==> src/rtl/freq_div_prog.sv <==
// freq_div_prog: programmable frequency divider and scan-index generator.
// Divides clksys by a run-time-loadable divisor D >= 2 and produces a
// one-cycle tick, a near-50%-duty divided clock and a wrapping scan index.
// Optional feature macro: FREQDIV_TICK_CNT_EN adds a saturating 16-bit
// tick counter output (tick_cnt), cleared by reset and by div_load.
module freq_div_prog #(
    parameter int CNT_WIDTH   = 27,
    parameter int DEFAULT_DIV = 262144,
    parameter int SCAN_NUM    = 4,
    parameter int SCAN_WIDTH  = 2
) (
    input  logic                  clksys,
    input  logic                  rst,
    input  logic                  en,
    input  logic                  div_load,
    input  logic [CNT_WIDTH-1:0]  div_value,
    output logic                  tick,
    output logic                  clk_div,
`ifdef FREQDIV_TICK_CNT_EN
    output logic [15:0]           tick_cnt,
`endif
    output logic [SCAN_WIDTH-1:0] scan_idx
);

    localparam logic [CNT_WIDTH-1:0]  DEF_D     = CNT_WIDTH'(DEFAULT_DIV);
    localparam logic [CNT_WIDTH-1:0]  MIN_D     = CNT_WIDTH'(2);
    localparam logic [CNT_WIDTH-1:0]  CNT_ONE   = CNT_WIDTH'(1);
    localparam logic [SCAN_WIDTH-1:0] LAST_SCAN = SCAN_WIDTH'(SCAN_NUM - 1);
    localparam logic [SCAN_WIDTH-1:0] SCAN_ONE  = SCAN_WIDTH'(1);

    logic [CNT_WIDTH-1:0] div_r;
    logic [CNT_WIDTH-1:0] cnt;
    logic [CNT_WIDTH-1:0] cnt_nxt;
    logic                 term;

    // Divisors below 2 cannot produce a distinct tick, so they clamp to 2.
    function automatic logic [CNT_WIDTH-1:0] clamp_div(input logic [CNT_WIDTH-1:0] v);
        return (v < MIN_D) ? MIN_D : v;
    endfunction

    // Threshold ceil(D/2): clk_div is low for this many counts per period.
    function automatic logic [CNT_WIDTH-1:0] half_ceil(input logic [CNT_WIDTH-1:0] d);
        return d - (d >> 1);
    endfunction

    // Explicit wrap so non-power-of-two SCAN_NUM values work.
    function automatic logic [SCAN_WIDTH-1:0] next_scan(input logic [SCAN_WIDTH-1:0] s);
        return (s == LAST_SCAN) ? '0 : s + SCAN_ONE;
    endfunction

    // Terminal-count detect and next counter value for an enabled cycle.
    always_comb begin
        term    = (cnt == div_r - CNT_ONE);
        cnt_nxt = term ? '0 : cnt + CNT_ONE;
    end

    // Counter, divisor and registered outputs; priority rst > div_load > en.
    always_ff @(posedge clksys) begin
        if (rst) begin
            div_r    <= DEF_D;
            cnt      <= '0;
            tick     <= 1'b0;
            clk_div  <= 1'b0;
            scan_idx <= '0;
`ifdef FREQDIV_TICK_CNT_EN
            tick_cnt <= '0;
`endif
        end else if (div_load) begin
            // A load abandons the current period, including a pending tick.
            div_r    <= clamp_div(div_value);
            cnt      <= '0;
            tick     <= 1'b0;
            clk_div  <= 1'b0;
`ifdef FREQDIV_TICK_CNT_EN
            tick_cnt <= '0;
`endif
        end else if (en) begin
            cnt     <= cnt_nxt;
            tick    <= term;
            clk_div <= (cnt_nxt >= half_ceil(div_r));
            if (term) begin
                scan_idx <= next_scan(scan_idx);
`ifdef FREQDIV_TICK_CNT_EN
                if (tick_cnt != 16'hFFFF)
                    tick_cnt <= tick_cnt + 16'd1;
`endif
            end
        end else begin
            // Paused: state holds, but tick is never stretched.
            tick <= 1'b0;
        end
    end

endmodule

==> config.mk <==
export PLATFORM = sky130hd
export DESIGN_NAME = freq_div_prog
export DESIGN_NICKNAME = d
export VERILOG_FILES = /design/src/rtl/freq_div_prog.sv
export SDC_FILE = /design/constraint.sdc
export NUM_CORES = 1
export LEC_CHECK = 0
export BUFFER_PORTS_ARGS = -buffer_cell sky130_fd_sc_hd__buf_2
export CAP_MARGIN = 30
export CORE_ASPECT_RATIO = 1.2
export CORE_MARGIN = 2
export CORE_UTILIZATION = 50
export DETAILED_ROUTE_END_ITERATION = 8
export HOLD_SLACK_MARGIN = 0.15
export PLACE_DENSITY = 0.74
export SLEW_MARGIN = 20
export SYNTH_ARGS = -nofsm -noshare
export SYNTH_HDL_FRONTEND = slang
export SYNTH_SLANG_ARGS = --single-unit
==> constraint.sdc <==
create_clock -name clksys -period 3.4 [get_ports clksys]
set_input_delay 0 -clock clksys [delete_from_list [all_inputs] [get_ports clksys]]
set_output_delay 0 -clock clksys [all_outputs]
set_load 0.01 [all_outputs]
# [Word level (Yosys, flattened, before mapping)]
# Cells that the tools add are included.
[totals] register_bits=58 out_inout_bits=4 elab_cells=21
[op_classes] add_sub_neg=4 n_lt_le_gt_ge=2 eq_ne=2 n_mux=3 n_bitwise=2 reduce_logical=3
[op_table] cell="two-way mux 27 bit" n=2
[op_table] cell="adder 27 x 1 -> 27 bit (second input constant)" n=1
[op_table] cell="equality test 27 bit" n=1
[op_table] cell=">= comparator 27 bit" n=1
[op_table] cell="less-than comparator 27 x 2 -> 1 bit (second input constant)" n=1
[op_table] cell="subtractor 27 x 1 -> 27 bit (second input constant)" n=1
[op_table] cell="subtractor 27 x 26 -> 27 bit" n=1
[op_table] cell="AND reduction 3 bit" n=1
[op_table] cell="OR reduction 3 bit" n=1
[op_table] cell="adder 2 x 1 -> 2 bit (second input constant)" n=1
[op_table] cell="equality test 2 bit (second input constant)" n=1
[op_table] cell="two-way mux 2 bit" n=1
[op_table] cell="NOT 1 bit" n=2
[op_table] cell="OR reduction 2 bit" n=1

# [Longest topological paths before layout]
# Gate-level depths: netlist of the first run.
[logic_depth] word_depth=4 depth_mapped=20

# [Worst setup path after synthesis of the first run]
# OpenSTA, ideal clock, no wires.
[synth_path] path_type="register to register" start="register div_r[2]" end="register clk_div" setup_time_ns=0.145 t_arrival_ns=3.450 required_time_ns=3.255 setup_slack_ns=-0.195 stages_incl_launch_ff=21 n_path_buf=2 cell_sequence="dfxtp_1 > inv_1 > ha_1 > and4_1 > and3_1 > nor4_1 > nand4_1 > nor4_1 > and3_1 > buf_2 > buf_2 > nor2_1 > ha_1 > a21o_1 > a21o_1 > a21oi_1 > nor2_1 > a211oi_1 > o211ai_1 > a21oi_1 > a2111oi_0"
[synth_via] elab_chain_cells=4 elab_cells_between_ends=5 classes_between="add/sub: 2; order compare: 1; eq/ne: 1; mux: 1"
[synth_lines] item="start, declared" line_no="31" source="logic [CNT_WIDTH-1:0] div_r;"
[synth_lines] item="start signal, assigned" line_no="70" source="div_r <= clamp_div(div_value);"
[synth_lines] item="subtractor 27 x 1 -> 27 bit" line_no="53" source="term = (cnt == div_r - CNT_ONE);"
[synth_lines] item="equality test 27 bit" line_no="53"
[synth_lines] item="two-way mux 27 bit" line_no="54" source="cnt_nxt = term ? '0 : cnt + CNT_ONE;"
[synth_lines] item="via cnt_nxt[12]" line_no="33" source="logic [CNT_WIDTH-1:0] cnt_nxt;"
[synth_lines] item=">= comparator 27 bit" line_no="80" source="clk_div <= (cnt_nxt >= half_ceil(div_r));"
[synth_lines] item="end signal, assigned" line_no="80"
[synth_lines] item="end, declared" line_no="18" source="output logic clk_div,"
# The timed path passes the listed nets, and every way through them passes these cells.
# A chain may end at the register's enable or synchronous reset.

# [Final worst setup path of the first run]
[layout_path] start="register div_r[13]" end="register clk_div"
[layout_via] elab_chain_cells=4 elab_cells_between_ends=5 classes_between="add/sub: 2; order compare: 1; eq/ne: 1; mux: 1"
[layout_lines] item="subtractor 27 x 1 -> 27 bit" line_no="53"
[layout_lines] item="equality test 27 bit" line_no="53"
[layout_lines] item="two-way mux 27 bit" line_no="54"
[layout_lines] item=">= comparator 27 bit *" line_no="80"
# Every way passes the cells marked *; elsewhere a longest branch is shown, timed or not.

==> results of run 1 <==
==> Yosys cell counts, types with 7 or more instances <==
| library cell | number | area (sq um) |
|---|---|---|
| a21o_1 | 9 | 67.6 |
| a21oi_1 | 24 | 120 |
| and3_1 | 15 | 93.8 |
| buf_2 | 16 | 80.1 |
| clkbuf_1 | 20 | 75.1 |
| dfxtp_1 | 58 | 1160 |
| ha_1 | 82 | 1030 |
| inv_1 | 47 | 176 |
| mux2i_1 | 9 | 90.1 |
| nand2_1 | 60 | 225 |
| nand2b_1 | 7 | 43.8 |
| nand3_1 | 30 | 150 |
| nand4_1 | 14 | 87.6 |
| nor2_1 | 73 | 274 |
| nor2b_1 | 16 | 100 |
| nor3_1 | 30 | 150 |
| nor4_1 | 21 | 131 |
| o211ai_1 | 13 | 97.6 |
| o21ai_0 | 50 | 250 |
| o21bai_1 | 9 | 67.6 |
| or2_2 | 7 | 43.8 |
| xnor2_1 | 58 | 508 |
| xor2_1 | 29 | 254 |
==> cell families (layout without fill, tap and decap cells) <==
family,Yosys count,after routing,share of synthesized area
compound gates,148,148,0.163
xor+xnor,89,89,0.131
fa+ha+maj,83,83,0.173
buf+inv,90,280,0.0638
flops,58,58,0.192
mux,14,14,0.0242
simple gates,299,299,0.253
==> cell type report <==
class	instances	area [sq um]
clock buffer	13	260
fill	766	3520
inverter	47	191
multi-input combinational	633	4920
sequential	58	1170
tap	161	201
timing repair buffer	220	1680
==> worst paths after layout <==
kind                            start                       end  cells after the start
max            div_r[13]$_SDFFE_PP0P_      clk_div$_SDFFE_PP0P_                     17
min                          div_load     div_r[1]$_SDFFE_PP0P_                      2
max reg2reg    div_r[13]$_SDFFE_PP0P_      clk_div$_SDFFE_PP0P_                     17
min reg2reg  scan_idx[1]$_SDFFE_PP0P_  scan_idx[1]$_SDFFE_PP0P_                      2
==> registers in the layout, indices dropped and copies added, names as in the netlist <==
name      cells
cnt          27
scan_idx      2
tick          1
clk_div       1
div_r        27
==> per-layer routing <==
layer | vias to the layer above | global-route usage | part of all wire
met2 | 495 | 0.545 | 0.46
met1 | 3221 | 0.368 | 0.38
met5 | - | 0 | 0
li1 | 3124 | - | -
met3 | 153 | 0.0356 | 0.084
met4 | 0 | 0.155 | 0.071
==> per-stage QoR <==
step / worst slack, ns / cell area (sq um) / util / total power [uW] / setup TNS [ns]
2_1_floorplan: 0.00254 / 6120 / - / 1320 / 0
3_3_place_gp: -0.268 / 7290 / 0.610 / 1640 / -0.268
3_5_place_dp: -0.386 / 7290 / 0.610 / 1660 / -0.386
4_1_cts: -0.170 / 8140 / 0.681 / 2580 / -0.170
5_1_grt: -0.497 / 8430 / 0.705 / 2860 / -0.497
6_report: -0.329 / 8430 / 0.705 / 2790 / -0.329
==> power breakdown <==
part / leakage (uW) / internal (uW) / switching, uW / total, uW
Sequential: 0.000476 / 703 / 18.2 / 721
Clock: 0.000128 / 521 / 322 / 842
Combinational: 0.00315 / 557 / 667 / 1220
Total: 0.00376 / 1780 / 1010 / 2790
==> worst max-delay path, stage by stage (launching register included) <==
cell	delay [ns]
dfxtp_1	0.35
inv_1	0.09
ha_1	0.34
nor2_1	0.25
buf_4	0.16
nand2_1	0.12
a211oi_1	0.30
a21o_1	0.24
o211ai_1	0.18
a31oi_2	0.31
buf_4	0.18
nand2_1	0.05
o311ai_1	0.10
ha_1	0.23
nor2_1	0.04
o21ai_1	0.16
o21ai_0	0.13
a2111oi_2	0.38
==> repair_timing <==
action | in CTS | in global routing
endpoints found under the setup margin | 1 | 1
buffers inserted | 7 | 8
pin swaps | 22 | 41
hold endpoints to repair | 30 | 0
cloned | 0 | 1
gates resized for setup | 40 | 58
hold buffers | 35 | 0
==> out/results.txt, run 1 <==
EDFF count, synth: 0
Violated checks: setup timing
Min-delay worst type: input port to flip-flop
Cts bufs inserted: 9
Commonest non-fill, non-tap cells in the layout: buf_4, nor2_1, ha_1
CP required: 3.64 ns
Register area share after synthesis: 0.192
CTS H-tree lvls: 3
Max_cap viols: 0
Clock Latency Late Sink: 0.34 ns
Layout Nets: 1083
Clock transition at path regs: 0.06 ns
Mapped Area: 6060 sq um
Post-Route WL: 23.1 mm
Diode count: 0
Final std cells w/o fill: 1132
CORE AREA: 11900 sq um
RSZ-0062 raised after global routing: yes
Tmin final: 3.73 ns
RePlAce Congestion: 0.936
Starting density of the core: 0.507
Endpoints failing hold: 0
Final worst slack: -0.329 ns
Gr usage total: 0.309
Vias in the first global route: 6683
P_leak: 0.00376 uW
Chip Width: 104 um
Post-Place Cells: 1068
Worst Path Max Fanout: 4
Worst reg-to-reg setup slack: -0.33 ns
Fin crit share: 1.10
Share of layout cells above drive strength 1: 0.311
Crit path DAT: 3.97 ns
Clock tree root buffer cell: clkbuf_16
Number of port buffers: 34
Max Clk Rate: 268 MHz
Relative slew slack: 0.417
Startpoint Class: flip-flop
# rows: 44
Top FF cell, synth: dfxtp_1
Largest net degree at the start of global routing: 44
Flops & latches, synth: 58
Fin Hold WS: 0.247 ns
Grt ovf: 0
Mean Syn Cell Area: 7.76 sq um
Pins over their slew limit: 0
Detailed-route wire length per cell: 20.4 um
Total vias in the final route: 6993
Worst vdd ir: 323 uV
Initial antenna violation count: 0
TritonCTS clock tree: built
Synth async-reset ratio: 0
Layout area overhead: 39.1%
First-pass GRT wire length: 32.4 mm
Clock sinks: 58
Pwr dens: 331 nW/um^2
IO Pins: 35
Final setup viols: 1
First-pass DRT Iterations: 6
Synth Warn #: 0
Status: complete, but fails checks
Detailed Route Iter0 Violations: 652
Post-Synthesis Cells: 781
Detail Route Antenna Nets: 0
Most common cell after layout, fill and taps aside: buf_4
Syn Nets: 895
# DRC: 0
Worst Tran Pin Value: 0.875 ns
Crit path kind: flip-flop to flip-flop
Chip height: 125 um
Final Skew: 0.00841 ns
Post-synth cell types: 70
Worst setup EP type: flip-flop
CTS Buffer Depth: 2
Final HPWL DP: 13.4 mm
Routed vias/inst: 6.18
Die ar.: 13000 sq um
Power figures use the tool's default switching activity.
==> run 2, diff against run 1 <==
- CELL_PAD_IN_SITES_DETAIL_PLACEMENT: not set -> 0
- CELL_PAD_IN_SITES_GLOBAL_PLACEMENT: not set -> 1
- CORE_UTILIZATION: 50 -> 42
- PLACE_DENSITY: 0.74 -> 0.81
==> out/results.txt, run 2 (same netlist as run 1, synthesis figures left out) <==
Violated checks: setup timing
Initial antenna violation count: 0 (unchanged)
First-pass DRT Iterations: 4 (-2)
RePlAce Congestion: 0.962 (+2.8%)
Die ar.: 15400 sq um (+18%)
Number of port buffers: 34 (unchanged)
P_leak: 0.00378 uW (+0.56%)
Relative slew slack: 0.347 (-0.0695)
Diode count: 0 (unchanged)
Detailed Route Iter0 Violations: 302 (-54%)
Worst Path Max Fanout: 8 (+4)
Startpoint Class: flip-flop
Worst path cell trace: inv_2 -> buf_4 -> buf_4 -> ha_4 -> and4_4 -> and3_1 -> and3_1 -> o21ai_2 -> nor4_2 -> and3_4 -> buf_6 -> buf_4 -> nor2_1 -> ha_1 -> a21o_1 -> a21o_1 -> a21oi_1 -> o21ai_2 -> a21oi_2 -> a2111oi_2
Final Skew: 0.0109 ns (+0.00246 ns)
# DRC: 0 (unchanged)
Grt ovf: 0 (unchanged)
TritonCTS clock tree: built
Register area: 1180 sq um (+0.32%)
Tmin final: 3.61 ns (-0.119 ns)
RSZ-0062 raised after global routing: yes
Layout area overhead: 40.1%
Max_cap viols: 0 (unchanged)
Worst setup EP type: flip-flop
CP required: 3.62 ns (-0.02 ns)
CP top delay family: simple AND/OR/NAND/NOR gates
First-pass GRT wire length: 31.3 mm (-3.6%)
Crit path DAT: 3.83 ns (-0.14 ns)
Final worst slack: -0.211 ns (+0.119 ns)
CP bufs+invs: 5 (+2)
Final setup viols: 1 (unchanged)
Detailed-route wire length per cell: 17.2 um (-16%)
Pre-CTS setup slack: -0.514 ns (-0.128 ns)
Routed vias/inst: 5.47 (-12%)
Worst vdd ir: 243 uV (-25%)
Worst Tran Pin Value: 0.979 ns (+0.104 ns)
Pins over their slew limit: 0 (unchanged)
CTS H-tree lvls: 3 (unchanged)
Final HPWL DP: 14.8 mm (+11%)
Fillers: 1246 (+63%)
IO Pins: 35 (unchanged)
Endpoints failing hold: 0 (unchanged)
Post-Route WL: 19.7 mm (-15%)
Chip height: 136 um (+8.8%)
Clock tree root buffer cell: clkbuf_16
CTS Buffer Depth: 2 (unchanged)
Status: complete, but fails checks
Biggest regs: cnt: 27 flops, div_r: 27 flops, scan_idx: 2 flops
Setup TNS: -0.211 ns (+0.119 ns)
Crit path kind: flip-flop to flip-flop
Cts bufs inserted: 9 (unchanged)
Fin crit share: 1.06 (-0.0349)
Overall power: 2890 uW (+3.8%)
Post-layout util: 0.596 (-0.109)
Clock sinks: 58 (unchanged)
CP most frequent cell: buf_4
Chip Width: 114 um (+8.8%)
Min-delay worst type: input port to flip-flop
Share of layout cells above drive strength 1: 0.306 (-0.00483)
Clock transition at path regs: 0.05 ns (about the same)
Worst path slowest cell: dfxtp_2
Layout Nets: 1080 (-0.28%)
Gr usage total: 0.258 (-0.0515)
Detail Route Antenna Nets: 0 (unchanged)
CORE AREA: 14200 sq um (+19%)
Most common cell after layout, fill and taps aside: buf_4
Multi-input gate area: 4910 sq um (-0.10%)
Largest net degree at the start of global routing: 48 (+9.1%)
Worst path max stage delay: 0.32 ns (-0.06 ns)
Max Clk Rate: 277 MHz (+3.3%)
Starting density of the core: 0.426 (-0.0815)
Vias in the first global route: 6338 (-5.2%)
Clock Latency Late Sink: 0.34 ns (about the same)
Pwr dens: 341 nW/um^2 (+3.1%)
Commonest non-fill, non-tap cells in the layout: buf_4, nor2_1, ha_1
# rows: 48 (+9.1%)
Total vias in the final route: 6258 (-11%)
-- run 2: path summary, 6_finish.rpt --
check | start | slack [ns] | to | depth (start not counted)
hold / removal | div_load | 0.19 | div_r[1]$_SDFFE_PP0P_ | 2
hold reg to reg | scan_idx[1]$_SDFFE_PP0P_ | 0.50 | scan_idx[1]$_SDFFE_PP0P_ | 2
setup reg to reg | div_r[0]$_SDFFE_PP0P_ | -0.21 | clk_div$_SDFFE_PP0P_ | 20
setup / recovery | div_r[0]$_SDFFE_PP0P_ | -0.21 | clk_div$_SDFFE_PP0P_ | 20
-- run 2: metrics by stage --
step	hold WS, ns	instances	cell area (sq um)
finish	0.190	1145	8490
global route	0.195	1145	8490
CTS	0.162	1144	8380
detailed placement	0.219	1083	7330
global placement	0.211	1083	7330
floorplan	0.109	781	6120
-- run 2: final cells by class --
type / instances / share of cell area
flip-flops and latches: 58 / 0.139
inverters: 47 / 0.0223
repair buffers: 217 / 0.197
well taps: 175 / 0.0258
clock buffers: 13 / 0.0307
clock inverters: 2 / 0.00708
multi-input cells: 633 / 0.579
-- run 2: routing by layer --
layer  wire (um)  part of all wire  vias up  track usage
met4        1190             0.061        0        0.135
met5           0                 0        -            0
li1            -                 -     3137            -
met1        7960              0.41     2908        0.289
met2        9820              0.50      136        0.470
met3         686             0.035       77       0.0362
-- run 2: timing repair --
item / CTS / global route
endpoints found under the hold margin: 32 / 0
gates cloned: 0 / 0
buffers inserted: 9 / 2
hold buffers: 37 / 0
pin swaps: 42 / 23
setup endpoints to repair: 1 / 1
resized for setup: 75 / 21
-- run 2: worst reg2reg max path, cell delays in order (launching register included) --
cell	delay [ns]
dfxtp_2	0.32
inv_2	0.07
buf_4	0.11
buf_4	0.12
ha_4	0.15
and4_4	0.22
and3_1	0.24
and3_1	0.19
o21ai_2	0.08
nor4_2	0.25
and3_4	0.26
buf_6	0.14
buf_4	0.12
nor2_1	0.05
ha_1	0.31
a21o_1	0.16
a21o_1	0.18
a21oi_1	0.18
o21ai_2	0.12
a21oi_2	0.16
a2111oi_2	0.05
-- run 2: report_power, final --
group          switching (uW)  internal [uW]
sequential               16.7            702
combinational             602            559
clock                     336            678
total                     954           1940
